===== src/rtl/prbs_pkg.sv =====
// Shared constants, FSM encoding and PRBS9 prediction helper for the BER controller.
package prbs_pkg;

   localparam int unsigned ORDER  = 9;
   localparam int unsigned TAP_HI = 8;
   localparam int unsigned TAP_LO = 4;
   localparam int unsigned CNT_W  = 16;

   typedef enum logic [2:0] {
      S_IDLE,
      S_LOAD,
      S_SYNC,
      S_RUN,
      S_DONE
   } state_t;

   // Next PRBS9 bit (x^9 + x^5 + 1) predicted from the last ORDER bits.
   function automatic logic prbs9_pred(input logic [ORDER-1:0] r);
      return r[TAP_HI] ^ r[TAP_LO];
   endfunction

endpackage


===== src/rtl/prbs_ber_ctrl_if.sv =====
// Control/status bundle of the PRBS BER controller.
// PRBS_FIRST_ERR_EN adds the first-error index field.
interface prbs_ber_ctrl_if;
   import prbs_pkg::*;

   logic             i_start;
   logic             i_abort;
   logic [CNT_W-1:0] i_num_bits;
   logic             i_rx_bit;
   logic             i_rx_valid;
   logic             o_gen_reset;
   logic             o_gen_enable;
   logic             o_busy;
   logic             o_locked;
   logic             o_done;
   logic             o_sync_fail;
   logic [CNT_W-1:0] o_bit_count;
   logic [CNT_W-1:0] o_err_count;
`ifdef PRBS_FIRST_ERR_EN
   logic [CNT_W-1:0] o_first_err_idx;
`endif

   modport slave (
`ifdef PRBS_FIRST_ERR_EN
      output o_first_err_idx,
`endif
      input  i_start, i_abort, i_num_bits, i_rx_bit, i_rx_valid,
      output o_gen_reset, o_gen_enable, o_busy, o_locked, o_done,
             o_sync_fail, o_bit_count, o_err_count
   );

   modport master (
`ifdef PRBS_FIRST_ERR_EN
      input  o_first_err_idx,
`endif
      output i_start, i_abort, i_num_bits, i_rx_bit, i_rx_valid,
      input  o_gen_reset, o_gen_enable, o_busy, o_locked, o_done,
             o_sync_fail, o_bit_count, o_err_count
   );

endinterface


===== src/rtl/prbs9_checker.sv =====
// PRBS9 checker register: self-synchronising in SYNC, free-running in RUN.
module prbs9_checker
   import prbs_pkg::*;
#(
   parameter logic [ORDER-1:0] SEED = 9'h1FE
) (
   input  logic clk,
   input  logic rst,
   input  logic load,
   input  logic shift,
   input  logic free_run,
   input  logic rx_bit,
   output logic bit_err_c,
   output logic r_nonzero_c
);

   logic [ORDER-1:0] r;
   logic             pred;

   assign pred        = prbs9_pred(r);
   assign bit_err_c   = rx_bit != pred;
   assign r_nonzero_c = |r;

   // Preloading the seed lets a clean loopback match from the very first bit.
   always_ff @(posedge clk) begin
      if (rst) begin
         r <= '0;
      end else if (load) begin
         r <= SEED;
      end else if (shift) begin
         r <= {r[ORDER-2:0], free_run ? pred : rx_bit};
      end
   end

endmodule


===== src/rtl/prbs_ber_ctrl.sv =====
// PRBS9 bit-error-rate test controller: reseed, lock, count bits and errors.
// Optional PRBS_FIRST_ERR_EN records the bit index of the first RUN error.
module prbs_ber_ctrl
   import prbs_pkg::*;
#(
   parameter logic [ORDER-1:0] SEED         = 9'h1FE,
   parameter int unsigned      SYNC_LEN     = 16,
   parameter int unsigned      SYNC_TIMEOUT = 1023
) (
   input  logic            i_clk,
   input  logic            i_reset,
   prbs_ber_ctrl_if.slave  bus
);

   state_t           state;
   logic [CNT_W-1:0] num_bits_q;
   logic [CNT_W-1:0] bit_cnt;
   logic [CNT_W-1:0] err_cnt;
   logic [CNT_W-1:0] match_cnt;
   logic [CNT_W-1:0] tmo_cnt;
   logic             sync_fail_q;
   logic             bit_err_c;
   logic             r_nonzero_c;
   logic             sync_match_c;
   logic             shift_c;
   logic             load_c;
`ifdef PRBS_FIRST_ERR_EN
   logic [CNT_W-1:0] first_err_q;
`endif

   assign shift_c      = bus.i_rx_valid && !bus.i_abort &&
                         ((state == S_SYNC) || (state == S_RUN));
   assign load_c       = (state == S_IDLE) && bus.i_start && !bus.i_abort;
   assign sync_match_c = !bit_err_c && r_nonzero_c;

   prbs9_checker #(.SEED(SEED)) u_checker (
      .clk        (i_clk),
      .rst        (i_reset),
      .load       (load_c),
      .shift      (shift_c),
      .free_run   (state == S_RUN),
      .rx_bit     (bus.i_rx_bit),
      .bit_err_c  (bit_err_c),
      .r_nonzero_c(r_nonzero_c)
   );

   // Test sequencer and counters; abort beats everything except reset.
   always_ff @(posedge i_clk) begin
      if (i_reset) begin
         state       <= S_IDLE;
         num_bits_q  <= '0;
         bit_cnt     <= '0;
         err_cnt     <= '0;
         match_cnt   <= '0;
         tmo_cnt     <= '0;
         sync_fail_q <= 1'b0;
`ifdef PRBS_FIRST_ERR_EN
         first_err_q <= '1;
`endif
      end else if (bus.i_abort) begin
         state <= S_IDLE;
      end else begin
         case (state)
            S_IDLE: begin
               if (bus.i_start) begin
                  state       <= S_LOAD;
                  num_bits_q  <= bus.i_num_bits;
                  bit_cnt     <= '0;
                  err_cnt     <= '0;
                  match_cnt   <= '0;
                  tmo_cnt     <= '0;
                  sync_fail_q <= 1'b0;
`ifdef PRBS_FIRST_ERR_EN
                  first_err_q <= '1;
`endif
               end
            end
            S_LOAD: state <= S_SYNC;
            S_SYNC: begin
               if (bus.i_rx_valid) begin
                  match_cnt <= sync_match_c ? CNT_W'(match_cnt + 1'b1) : '0;
                  tmo_cnt   <= CNT_W'(tmo_cnt + 1'b1);
                  // Lock takes precedence over a timeout on the same bit.
                  if (sync_match_c && (match_cnt == CNT_W'(SYNC_LEN - 1))) begin
                     state <= (num_bits_q == '0) ? S_DONE : S_RUN;
                  end else if (tmo_cnt == CNT_W'(SYNC_TIMEOUT - 1)) begin
                     sync_fail_q <= 1'b1;
                     state       <= S_DONE;
                  end
               end
            end
            S_RUN: begin
               if (bus.i_rx_valid) begin
                  bit_cnt <= CNT_W'(bit_cnt + 1'b1);
                  if (bit_err_c && (err_cnt != '1)) begin
                     err_cnt <= CNT_W'(err_cnt + 1'b1);
                  end
`ifdef PRBS_FIRST_ERR_EN
                  if (bit_err_c && (err_cnt == '0)) begin
                     first_err_q <= bit_cnt;
                  end
`endif
                  if (CNT_W'(bit_cnt + 1'b1) == num_bits_q) begin
                     state <= S_DONE;
                  end
               end
            end
            S_DONE:  state <= S_IDLE;
            default: state <= S_IDLE;
         endcase
      end
   end

   // Generator reseed is also forced straight from reset so it applies in the reset cycle.
   assign bus.o_gen_reset  = i_reset || (state == S_LOAD);
   assign bus.o_gen_enable = (state == S_SYNC) || (state == S_RUN);
   assign bus.o_busy       = state != S_IDLE;
   assign bus.o_locked     = state == S_RUN;
   assign bus.o_done       = state == S_DONE;
   assign bus.o_sync_fail  = sync_fail_q;
   assign bus.o_bit_count  = bit_cnt;
   assign bus.o_err_count  = err_cnt;
`ifdef PRBS_FIRST_ERR_EN
   assign bus.o_first_err_idx = first_err_q;
`endif

endmodule


===== src/flat_wrapper.sv =====
// flat-port wrapper written by rule: the top's interface ports become plain ports
module prbs_ber_ctrl_flat import prbs_pkg::*;
#(
   parameter logic [ORDER-1:0] SEED         = 9'h1FE,
   parameter int unsigned      SYNC_LEN     = 16,
   parameter int unsigned      SYNC_TIMEOUT = 1023
)
  (i_clk, i_reset, bus_i_start, bus_i_abort, bus_i_num_bits, bus_i_rx_bit, bus_i_rx_valid, bus_o_gen_reset, bus_o_gen_enable, bus_o_busy, bus_o_locked, bus_o_done, bus_o_sync_fail, bus_o_bit_count, bus_o_err_count);
  prbs_ber_ctrl_if bus_i ();
  input  logic i_clk;
  input  logic i_reset;
  input wire logic [$bits(bus_i.i_start)-1:0] bus_i_start;
  input wire logic [$bits(bus_i.i_abort)-1:0] bus_i_abort;
  input wire logic [$bits(bus_i.i_num_bits)-1:0] bus_i_num_bits;
  input wire logic [$bits(bus_i.i_rx_bit)-1:0] bus_i_rx_bit;
  input wire logic [$bits(bus_i.i_rx_valid)-1:0] bus_i_rx_valid;
  output wire logic [$bits(bus_i.o_gen_reset)-1:0] bus_o_gen_reset;
  output wire logic [$bits(bus_i.o_gen_enable)-1:0] bus_o_gen_enable;
  output wire logic [$bits(bus_i.o_busy)-1:0] bus_o_busy;
  output wire logic [$bits(bus_i.o_locked)-1:0] bus_o_locked;
  output wire logic [$bits(bus_i.o_done)-1:0] bus_o_done;
  output wire logic [$bits(bus_i.o_sync_fail)-1:0] bus_o_sync_fail;
  output wire logic [$bits(bus_i.o_bit_count)-1:0] bus_o_bit_count;
  output wire logic [$bits(bus_i.o_err_count)-1:0] bus_o_err_count;
  assign bus_i.i_start = bus_i_start;
  assign bus_i.i_abort = bus_i_abort;
  assign bus_i.i_num_bits = bus_i_num_bits;
  assign bus_i.i_rx_bit = bus_i_rx_bit;
  assign bus_i.i_rx_valid = bus_i_rx_valid;
  assign bus_o_gen_reset = bus_i.o_gen_reset;
  assign bus_o_gen_enable = bus_i.o_gen_enable;
  assign bus_o_busy = bus_i.o_busy;
  assign bus_o_locked = bus_i.o_locked;
  assign bus_o_done = bus_i.o_done;
  assign bus_o_sync_fail = bus_i.o_sync_fail;
  assign bus_o_bit_count = bus_i.o_bit_count;
  assign bus_o_err_count = bus_i.o_err_count;
  prbs_ber_ctrl #(.SEED(SEED), .SYNC_LEN(SYNC_LEN), .SYNC_TIMEOUT(SYNC_TIMEOUT)) u_core (.i_clk(i_clk), .i_reset(i_reset), .bus(bus_i));
endmodule

===== config.mk =====
export PLATFORM = sky130hd
export DESIGN_NAME = prbs_ber_ctrl_flat
export DESIGN_NICKNAME = d
export VERILOG_FILES = /design/src/rtl/prbs_pkg.sv /design/src/rtl/prbs_ber_ctrl_if.sv /design/src/rtl/prbs9_checker.sv /design/src/rtl/prbs_ber_ctrl.sv /design/src/flat_wrapper.sv
export SDC_FILE = /design/constraint.sdc
export NUM_CORES = 1
export LEC_CHECK = 0
export ABC_CLOCK_PERIOD_IN_PS = 2800
export CORE_MARGIN = 5
export CORE_UTILIZATION = 55
export DETAILED_ROUTE_END_ITERATION = 8
export GPL_ROUTABILITY_DRIVEN = 0
export HOLD_SLACK_MARGIN = 0.06
export PLACE_DENSITY = 0.79
export SETUP_SLACK_MARGIN = 0.2
export SLEW_MARGIN = 20
export SYNTH_ARGS = -nofsm -noshare
export SYNTH_HDL_FRONTEND = slang
export SYNTH_SLANG_ARGS = --single-unit

===== constraint.sdc =====
create_clock -name i_clk -period 2.8 [get_ports i_clk]
set_input_delay 0.42 -clock i_clk [delete_from_list [all_inputs] [get_ports i_clk]]
set_output_delay 0.42 -clock i_clk [all_outputs]
set_load 0.005 [all_outputs]

**Yosys cells after proc, flatten, opt, wreduce, memory -nomap -nowiden**

Index checks and enable logic that the tools add are counted.

- Bits in registers: 93
- Input port bits: 22
- Word-level logic and storage cells: 85

- $add $sub $neg: 4
- Eq/ne operators: 17
- Muxes and demuxes: 27
- Bitwise gates (word level): 2
- Reduce and logical (&&, ||, !) cells: 26

Operators with widths:

| cell | count |
|---|---|
| $pmux W16 S2 | 4 |
| $mux W16 | 7 |
| $add A16 B1 Y16 const B | 4 |
| $mux W3 | 7 |
| $mux W9 | 2 |
| $eq A16 B10 Y1 const B | 1 |
| $eq A16 B16 Y1 | 1 |
| $eq A16 B4 Y1 const B | 1 |
| $logic_not A16 Y1 | 1 |
| $ne A16 B16 Y1 const B | 1 |
| $pmux W3 S4 | 1 |
| $ne A2 B2 Y1 const B | 5 |
| $reduce_and A5 Y1 | 2 |
| $reduce_or A9 Y1 | 1 |
| $reduce_and A4 Y1 | 2 |
| $logic_and A1 B1 Y1 | 7 |
| $eq A3 B2 Y1 const B | 2 |
| $reduce_and A6 Y1 | 1 |
| $reduce_bool A2 Y1 | 3 |
| $mux W1 | 5 |
| $ne A2 B1 Y1 const B | 2 |
| $reduce_or A2 Y1 | 2 |
| $eq A3 B1 Y1 const B | 1 |
| $eq A3 B3 Y1 const B | 1 |
| other kinds (10) | 12 |

**Logic depth before layout (Yosys ltp)**

Gate-level depths: netlist (run 1).

- Depth in word-level cells: 8
- Gate-level depth with buffers: 11

**Modules after synthesis**

Synthesis (run 1) repeated with hierarchy kept, for this count alone.

- Cells, all modules: 591
- Area, all modules: 4803.4 µm²

By module, submodules not included:

| module | instances | cells each | area an instance (µm²) |
|---|---|---|---|
| prbs_ber_ctrl | 1 | 545 | 4381.7 |
| prbs9_checker | 1 | 46 | 421.7 |

**Worst setup path after synthesis (run 1)**

No wires, ideal clock.

- Kind: flip-flop to flip-flop
- Start: register u_core.bit_cnt[0], in the netlist u_core.bus.o_bit_count[0]
- End: register u_core.state[0]
- Arrival time: 2.236 ns
- Data required time: 2.670 ns
- Slack: 0.434 ns
- Stages on the path, launching flop included: 9
- Buffers on the path: 0
- Path through: dfxtp_1 ha_1 and3_2 and3_4 xnor2_1 or4_1 nor4_2 a31o_2 a31oi_1

- Word-level cells in the longest chain between the ends: 4

RTL lines:

| what | line | source |
|---|---|---|
| start, declared | prbs_ber_ctrl.sv:17 | `logic [CNT_W-1:0] bit_cnt;` |
| start signal, assigned | prbs_ber_ctrl.sv:94 | `bit_cnt <= CNT_W'(bit_cnt + 1'b1);` |
| $add A16 B1 Y16 | prbs_ber_ctrl.sv:103 | `if (CNT_W'(bit_cnt + 1'b1) == num_bits_q) begin` |
| $eq A16 B16 Y1 | prbs_ber_ctrl.sv:103 |  |
| $ne A2 B1 Y1 (no source line) | -- |  |
| $reduce_and A5 Y1 (no source line) | -- |  |
| end signal, assigned | prbs_ber_ctrl.sv:85 | `state <= (num_bits_q == '0) ? S_DONE : S_RUN;` |
| end, declared | prbs_ber_ctrl.sv:15 | `state_t state;` |

No other way between the ends.
A chain may end at the register's enable or synchronous reset.

**Final worst setup path (run 1)**

- Start: register u_core.bit_cnt[1], in the netlist u_core.bus.o_bit_count[1]
- End: register u_core.state[1]

The elaborated chain is that of the path after synthesis.

==> out/results.tsv, run 1 <==
metric	value	unit
p_sw_share	24.5	%
tns	0	ns
fmax	400	MHz
cts_sinks	93	
net-switching-power	619	uW
yosysSeqAreaShare	40.0	%
core	0.00822	mm2
synthCells	581	
fin_nets	673	
async_flop_share	0	%
p_int	1.91	mW
outcome	completed	
dieArea	0.0104	mm2
tightest_slew	0.598	ns
ant_nets	0	
cp.buffers_inverters	0	
diodes	0	
rr_worst_depth	8	
finalMaxSlewViolations	0	
final_cell_mix	dfxtp_1 (92), nor2_1 (83), nand2_1 (64), clkdlybuf4s50_1 (59), a21oi_1 (47)	
drtIter0Drc	183	
maxCapViolations	0	
drive_above_1_share	7.24	%
period_share	89.2	%
area_growth	21.1	%
route.met3.wl	576	um
stdcell_area	0.00564	mm2
synth_cell_types	53	
path_cells	ha_2 > and3_2 > and3_4 > xnor2_1 > or4_1 > nor4_4 > a31o_2 > a31oi_1	
highest_layer	met4	
tritoncts	done	
crit_slowest_cell	or4_1	
io_pins	60	
netlist_area	0.00466	mm2
routed-via-count	4344	
finalSetupViolCount	0	
grt_pass1_vias	4116	
skew	0.0113	ns
clk_path_buf_depth	2	
timing.max_slew.rel_slack	59.8	%
crit_type	reg2reg	
core.rowCount	33	
min_path_cells	2	
wl_met1	4.84	mm
initial_utilization	56.7	%
clk_latency	0.35	ns
synth_flop_cell	dfxtp_1	
dp.final_hpwl	8.26	mm
hold_path.class	reg2reg	
critPathCaptureType	flop	
cts-root-buf	clkbuf_8	
p_seq_share	55.1	%
ir_drop	417	uV
layout_commonest_cell	dfxtp_1	
wl_per_cell	14.8	um
dr_wl_met2	5.37	mm
crit_cells	8	
yosysTopAreaCell	dfxtp_1	
worst_ep_required_time	3.02	ns
path_clk_slew	0.08	ns
die_w	102	um
clkPwrFrac	34.1	%
grt_first_pass_wirelength	19.0	mm
place_ws	0.163	ns
routed_via_density	5.76	
p_leak	2.01	nW
die_height	102	um
fin_crit	2.50	ns
critPathMaxFanout	6	
ys_warn_count	0	
synth-edff-count	0	
synth_nets	608	
drcViolationCount	0	
postCtsSetupBuffers	0	
worst_slack	0.301	ns
hold_viol_final	0	
synth.area.top_cells	dfxtp_1 (40%), xor2_1 (7.1%), nor2_1 (6.8%)	
nFillCells	695	
postPlaceCellArea	0.00544	mm2
p_comb_share	10.8	%
grt_max_degree	35	
rsz0062_at_grt	true	
portBuffers	59	
grt-ovfl-total	0	
power_density	448	mW/mm2
regToRegSetupSlack	0.30	ns
cts.htree.levels	3	
grt_antenna_before_repair	0	
dp.cells	740	
synth.ff_latch_count	93	
crit_path_max_incr_delay	0.57	ns
cts_inserted_buffers	9	
track_usage	22.4	%
synth_area_per_cell	8.01	um2
cpLargestDelayFamily	simple AND/OR/NAND/NOR gates	
wl	11.2	mm
yosys.area.top_type_share	40.0	%
final-instance-count-excl-fill	754	
drt_pass1_iterations	5	
crit_arrival	2.72	ns
cp-start-kind	flop	
[stage by stage]
| step | utilization [%] | hold slack [ns] | power, mW |
|---|---|---|---|
| 6_report | 68.6 | 0.490 | 2.53 |
| 5_1_grt | 68.6 | 0.512 | 2.65 |
| 4_1_cts | 68.4 | 0.487 | 2.54 |
| 3_5_place_dp | 66.2 | 0.473 | 1.69 |
| 3_3_place_gp | 66.2 | 0.466 | 1.68 |
| 2_1_floorplan | - | 0.446 | 1.58 |
[path summary, 6_finish.rpt]
path                                  start                    end
setup / recovery  u_core.bus.o_bit_count[1]        u_core.state[1]
hold / removal        u_core.u_checker.r[0]  u_core.u_checker.r[0]
setup reg to reg  u_core.bus.o_bit_count[1]        u_core.state[1]
hold reg to reg       u_core.u_checker.r[0]  u_core.u_checker.r[0]
[metal layers]
layer	global-route usage [%]	up-vias
li1	-	2150
met1	28.5	2031
met2	37.3	131
met3	3.69	32
met4	10.1	0
met5	0	-
[tightest hold or removal path, cell delays in order, from the launching register on]
cell and delay, ns:
dfxtp_1 0.33, nand2_1 0.06, a21oi_1 0.05
[area by class of cell]
class                      count  area [um2]  share of cell area [%]
clock buffer                  12         145                    2.57
inverter                      10        37.5                   0.666
multi-input combinational    452        2680                    47.5
sequential                    93        1860                    33.1
tap                          105         131                    2.33
timing repair buffer          80         748                    13.3
clock inverter                 2        35.0                   0.622
[cells by family (layout without fill, tap and decap cells)]
| family | count (synthesis) | after routing | share of synthesized area (%) |
|---|---|---|---|
| mux | 2 | 2 | 0.430 |
| xor+xnor | 63 | 63 | 12.2 |
| buf+inv | 36 | 104 | 3.04 |
| flops | 93 | 93 | 40.0 |
| compound gates | 97 | 97 | 12.4 |
| fa+ha+maj | 5 | 5 | 1.34 |
| simple gates | 285 | 285 | 30.6 |
[state kept, by name, summed over array words and instances (netlist names)]
signal and count:
u_core.bus.o_sync_fail 1, u_core.bus.o_bit_count 16, u_core.tmo_cnt 16, u_core.u_checker.r 9
u_core.state 3, u_core.match_cnt 16, u_core.num_bits_q 16, u_core.bus.o_err_count 16
[power groups by stage]
stage | logic (mW) | registers [mW] | clock network [mW]
floorplan | 0.173 | 1.41 | 0
global placement | 0.261 | 1.42 | 0
detailed placement | 0.268 | 1.42 | 0
CTS | 0.270 | 1.39 | 0.883
global route | 0.302 | 1.40 | 0.944
finish | 0.272 | 1.39 | 0.863
[synthesized netlist by cell type, types with 5 or more instances]
cell type,n
and3_1,10
nand2_1,64
a31oi_1,8
inv_1,9
and4_1,7
nand4_1,14
nor3_1,27
nor2_1,84
xor2_1,38
ha_1,5
nand3_1,26
nor4_1,8
xnor2_1,24
a21oi_1,47
clkbuf_1,21
o21ai_0,25
dfxtp_1,93
or3_1,9
nand3b_1,9
[timing repair]
item | CTS | global route
gates resized for setup | 1 | 4
endpoints found under the setup margin | 2 | 5
hold buffers | 0 | 0
Note: power is estimated with default switching activity, not from simulation.
==> inputs of run 2 (changes only) <==
ABC_CLOCK_PERIOD_IN_PS = 2500   (was 2800)
clock period = 2.5 ns   (was 2.8 ns; I/O delays follow)
==> run 2 against run 1 <==
Net effect: first-iteration DRC count grew 7.7%; via count rose by 1.7%; final area up 3.2%; global-route usage grew 0.31 points; total power is 15% higher; worst hold slack got worse by 0.016 ns; cell count is 2.1% higher; count of clock-buffer cells in the layout decreased by 1; core utilization rose by 2.2 points; sequential share of layout area fell by 0.89 points; critical path depth unchanged; combinational power increased by 16%.
==> out/results.tsv, run 2 (same netlist as run 1, synthesis figures left out) <==
metric	value	unit	change
cp-start-kind	flop		unchanged
critPathCaptureType	flop		unchanged
grt_first_pass_wirelength	19.1	mm	was 19.0 mm
drtIter0Drc	197		was 183
skew	0.00882	ns	was 0.0113 ns
cpMostUsedCell	and3_4		
crit_type	reg2reg		unchanged
path_cells	ha_4 > and3_4 > and3_4 > xnor2_1 > or4_4 > nor4_4 > a31o_2 > a31oi_1		was ha_2 > and3_2 > and3_4 > xnor2_1 > or4_1 > nor4_4 > a31o_2 > a31oi_1
initial_utilization	56.7	%	unchanged
finalSetupViolCount	0		unchanged
net-switching-power	744	uW	was 619 uW
dp.final_hpwl	8.40	mm	was 8.26 mm
grt-ovfl-total	0		unchanged
finalMaxSlewViolations	0		unchanged
portBuffers	59		unchanged
crit_slowest_cell	or4_4		was or4_1
fin_nets	687		was 673
maxCapViolations	0		unchanged
fin_util	70.8	%	was 68.6%
cpLargestDelayFamily	simple AND/OR/NAND/NOR gates		unchanged
ir_drop	319	uV	was 417 uV
fmax	435	MHz	was 400 MHz
tritoncts	done		unchanged
drcViolationCount	0		unchanged
area_growth	24.9	%	was 21.1%
dieArea	0.0104	mm2	unchanged
timing.max_slew.rel_slack	67.1	%	was 59.8%
core	0.00822	mm2	unchanged
cts_hold_buf	0		unchanged
drt_pass1_iterations	6		was 5
crit_path_max_incr_delay	0.55	ns	was 0.57 ns
p_sw_share	25.6	%	was 24.5%
tns	0	ns	unchanged
grt_pass1_vias	4131		was 4,116
drive_above_1_share	10.8	%	was 7.24%
fin_crit	2.30	ns	was 2.50 ns
grt_max_degree	35		unchanged
wl_per_cell	15.0	um	was 14.8 um
p_int	2.16	mW	was 1.91 mW
routed-via-count	4420		was 4,344
cts_inserted_buffers	9		unchanged
ant_nets	0		unchanged
p_comb_share	10.9	%	was 10.8%
hold_viol_final	0		unchanged
crit_arrival	2.53	ns	was 2.72 ns
wl	11.6	mm	was 11.2 mm
clk_latency	0.36	ns	was 0.35 ns
diodes	0		unchanged
tightest_slew	0.490	ns	was 0.598 ns
final_cell_mix	dfxtp_1 (86), nor2_1 (83), nand2_1 (64), clkdlybuf4s50_1 (58), a21oi_1 (47)		was dfxtp_1 (92), nor2_1 (83), nand2_1 (64), clkdlybuf4s50_1 (59), a21oi_1 (47)
worst_ep_required_time	2.74	ns	was 3.02 ns
power_density	499	mW/mm2	was 448 mW/mm2
die_height	102	um	unchanged
cts_sinks	93		unchanged
rsz0062_at_grt	true		unchanged
hold_path.class	in2reg		was reg2reg
path_clk_slew	0.09	ns	was 0.08 ns
p_leak	2.13	nW	was 2.01 nW
cts-root-buf	clkbuf_8		unchanged
cp.buffers_inverters	0		unchanged
grt_antenna_before_repair	0		unchanged
track_usage	22.7	%	was 22.4%
die_w	102	um	unchanged
core.rowCount	33		unchanged
layout_commonest_cell	dfxtp_1		unchanged
p_seq_share	53.8	%	was 55.1%
period_share	91.9	%	was 89.2%
fin_hold_ws	0.473	ns	was 0.490 ns
io_pins	60		unchanged
clk_path_buf_depth	2		unchanged
critPathMaxFanout	4		was 6
clkPwrFrac	35.4	%	was 34.1%
cts.htree.levels	3		unchanged
routed_via_density	5.74		was 5.76
outcome	completed		unchanged
==> run 2: cell types whose count changed in the layout (fill, tap and decap cells not counted), moves of 2 or more <==
cell / change
dfxtp_1: -6
buf_4: +13
dfxtp_2: +6
clkinv_4: +2
==> run 2: layout make-up <==
| cell class | instances | area (um2) |
|---|---|---|
| multi-input combinational | 452 | 2710 |
| fill | 652 | 2400 |
| sequential | 93 | 1870 |
| timing repair buffer | 94 | 868 |
| clock buffer | 11 | 141 |
| tap | 105 | 131 |
| clock inverter | 5 | 60.1 |
| inverter | 10 | 37.5 |
==> run 2: stage by stage <==
step                      area (um2)  power (mW)  cells  worst slack [ns]
final                           5820        2.90    770             0.203
after global routing            5820        3.04    770             0.103
after CTS                       5770        2.92    768             0.144
after detailed placement        5540        1.90    752           -0.0486
after global placement          5540        1.90    752            0.0456
after floorplan                 4660        1.77    581             0.207
==> run 2: worst reg2reg max path, delay by kind of cell, from the launching register on <==
kind / cells / cell delay (ns)
adders and majority gates: 1 / 0.17
DFF: 1 / 0.35
and+or+nand+nor: 4 / 1.22
AOI/OAI and AO/OA: 2 / 0.30
xor gates and xnor gates: 1 / 0.12
==> run 2: path summary, 6_finish.rpt <==
| kind | end | cells after the start | from | slack (ns) |
|---|---|---|---|---|
| hold reg to reg | u_core.u_checker.r[0] | 2 | u_core.u_checker.r[0] | 0.48 |
| hold / removal | u_core.state[1] | 3 | bus_i_start | 0.47 |
| setup reg to reg | u_core.state[1] | 8 | u_core.bus.o_bit_count[1] | 0.20 |
| setup / recovery | u_core.state[1] | 8 | u_core.bus.o_bit_count[1] | 0.20 |
==> run 2: routing by layer <==
layer,routed length (um),part of all wire (%),global-route usage (%)
met5,0,0,0
met1,4840,42,28.3
met3,800,6.9,5.53
met2,5700,49,38.8
met4,211,1.8,7.16
==> run 2: what timing repair did <==
item                       in CTS  in global routing
setup buffers                   0                  2
resized for setup               7                  9
pin swaps                       4                  7
setup endpoints to repair       5                 26
==> run 2: power groups by stage <==
| stage | Combinational (mW) | Sequential, mW | Clock (mW) |
|---|---|---|---|
| after global routing | 0.346 | 1.57 | 1.13 |
| after global placement | 0.302 | 1.59 | 0 |
| final | 0.315 | 1.56 | 1.03 |
| after floorplan | 0.194 | 1.58 | 0 |
| after CTS | 0.316 | 1.56 | 1.04 |
| after detailed placement | 0.310 | 1.59 | 0 |
==> inputs of run 3 (changes only) <==
RECOVER_POWER = 25   (was unset)
==> run 3 against run 2 <==
Net effect: critical path depth stayed put; core utilization down 0.15 points; cell count did not move.
==> out/results.tsv, run 3 (same netlist as run 1, synthesis figures left out) <==
metric	value	unit	change
drcViolationCount	0		unchanged
crit_path_max_incr_delay	0.55	ns	about the same
final-instance-count-excl-fill	770		unchanged
fin_crit	2.29	ns	was 2.30 ns
cpMostUsedCell	and3_4		unchanged
cts_sinks	93		unchanged
fin_hold_ws	0.484	ns	was 0.473 ns
crit_arrival	2.53	ns	about the same
cp-start-kind	flop		unchanged
drive_above_1_share	10.2	%	was 10.8%
crit_slowest_cell	or4_4		unchanged
grt_pass1_vias	4131		unchanged
nFillCells	657		was 652
grt_max_degree	35		unchanged
wl	11.6	mm	about the same
grt_first_pass_wirelength	19.1	mm	unchanged
die_height	102	um	unchanged
dieArea	0.0104	mm2	unchanged
initial_utilization	56.7	%	unchanged
final_cell_mix	dfxtp_1 (88), nor2_1 (83), nand2_1 (64), a21oi_1 (47), xor2_1 (38)		was dfxtp_1 (86), nor2_1 (83), nand2_1 (64), clkdlybuf4s50_1 (58), a21oi_1 (47)
io_pins	60		unchanged
period_share	91.8	%	was 91.9%
track_usage	22.7	%	unchanged
dp.cells	752		unchanged
clk_path_buf_depth	2		unchanged
area_growth	24.7	%	was 24.9%
wl_per_cell	15.0	um	about the same
r2r_start	u_core.bus.o_bit_count[1]		unchanged
grt_antenna_before_repair	0		unchanged
portBuffers	59		unchanged
timing.max_slew.rel_slack	66.9	%	was 67.1%
worst_ep_required_time	2.74	ns	about the same
cts_inserted_buffers	9		unchanged
critPathMaxFanout	4		unchanged
routed_via_density	5.76		was 5.74
grt-ovfl-total	0		unchanged
worstHoldStart	u_core.u_checker.r[0]		was bus_i_start
core	0.00822	mm2	unchanged
hold_viol_final	0		unchanged
dp.final_hpwl	8.40	mm	unchanged
hold_path.class	reg2reg		was in2reg
routed-via-count	4436		was 4,420
rsz0062_at_grt	true		unchanged
skew	0.00999	ns	was 0.00882 ns
clk_latency	0.37	ns	was 0.36 ns
finalMaxSlewViolations	0		unchanged
critPathLaunch	u_core.bus.o_bit_count[1]		unchanged
tightest_slew	0.493	ns	was 0.490 ns
die_w	102	um	unchanged
power_density	500	mW/mm2	was 499 mW/mm2
fmax	436	MHz	was 435 MHz
maxCapViolations	0		unchanged
drt_pass1_iterations	4		was 6
cts.htree.levels	3		unchanged
ant_nets	0		unchanged
path_clk_slew	0.09	ns	about the same
tns	0	ns	unchanged
outcome	completed		unchanged
path_cells	ha_4 > and3_4 > and3_4 > xnor2_1 > or4_4 > nor4_4 > a31o_2 > a31oi_1		unchanged
cts-root-buf	clkbuf_8		unchanged
fin_util	70.6	%	was 70.8%
fin_nets	687		unchanged
drtIter0Drc	200		was 197
crit_type	reg2reg		unchanged
diodes	0		unchanged
p_leak	2.20	nW	was 2.13 nW
cts_hold_buf	0		unchanged
core.rowCount	33		unchanged
ir_drop	320	uV	was 319 uV
finalSetupViolCount	0		unchanged
critPathCaptureType	flop		unchanged
layout_commonest_cell	dfxtp_1		unchanged
tritoncts	done		unchanged
-- run 3: changes by cell type in the layout (fill, tap and decap cells not counted) --
cell	delta
dfxtp_1	+2
clkdlybuf4s50_1	-22
dlygate4sd3_1	+22
dfxtp_2	-2
clkbuf_1	+2
clkbuf_2	+1
buf_4	-3
-- run 3: routing by layer --
layer / vias to the layer above / wire length (um) / global-route usage, %
li1: 2183 / - / -
met1: 2088 / 4820 / 28.3
met2: 145 / 5740 / 38.8
met3: 20 / 792 / 5.53
met4: 0 / 199 / 7.16
met5: - / 0 / 0
-- run 3: path summary, 6_finish.rpt --
kind	endpoint	slack (ns)	cells after the start
worst min-delay path	u_core.u_checker.r[0]	0.48	2
worst min register to register	u_core.u_checker.r[0]	0.48	2
worst max-delay path	u_core.state[1]	0.21	8
worst max register to register	u_core.state[1]	0.21	8
-- run 3: report_power, final --
| part | switching [mW] | total [mW] | internal [mW] |
|---|---|---|---|
| Clock | 0.537 | 1.03 | 0.492 |
| Sequential | 0.0458 | 1.56 | 1.52 |
| Combinational | 0.163 | 0.311 | 0.148 |
| Total | 0.746 | 2.90 | 2.16 |
-- run 3: what timing repair did --
action	4_1_cts	5_1_grt
resized for setup	7	9
setup buffers	0	2
pin swaps	4	7
setup endpoints to repair	5	26
-- run 3: cell type report --
| type | count | area, um2 | area share (%) |
|---|---|---|---|
| multi-input cells | 452 | 2710 | 46.6 |
| flip-flops and latches | 93 | 1870 | 32.2 |
| repair buffers | 94 | 858 | 14.8 |
| clock buffers | 11 | 141 | 2.44 |
| well taps | 105 | 131 | 2.26 |
| clock inverters | 5 | 60.1 | 1.03 |
| inverters | 10 | 37.5 | 0.647 |
-- run 3: critical path, delay by kind of cell, from the launching register on --
family	cells	cell delay, ns
compound gates	2	0.30
xor+xnor	1	0.12
fa+ha+maj	1	0.17
flops	1	0.35
simple gates	4	1.22
-- run 3: through the flow --
stage	area (um2)	worst slack, ns	total power, mW
2_1_floorplan	4660	0.207	1.77
3_3_place_gp	5540	0.0456	1.90
3_5_place_dp	5540	-0.0486	1.90
4_1_cts	5770	0.144	2.92
5_1_grt	5800	0.0795	3.04
6_report	5800	0.206	2.90
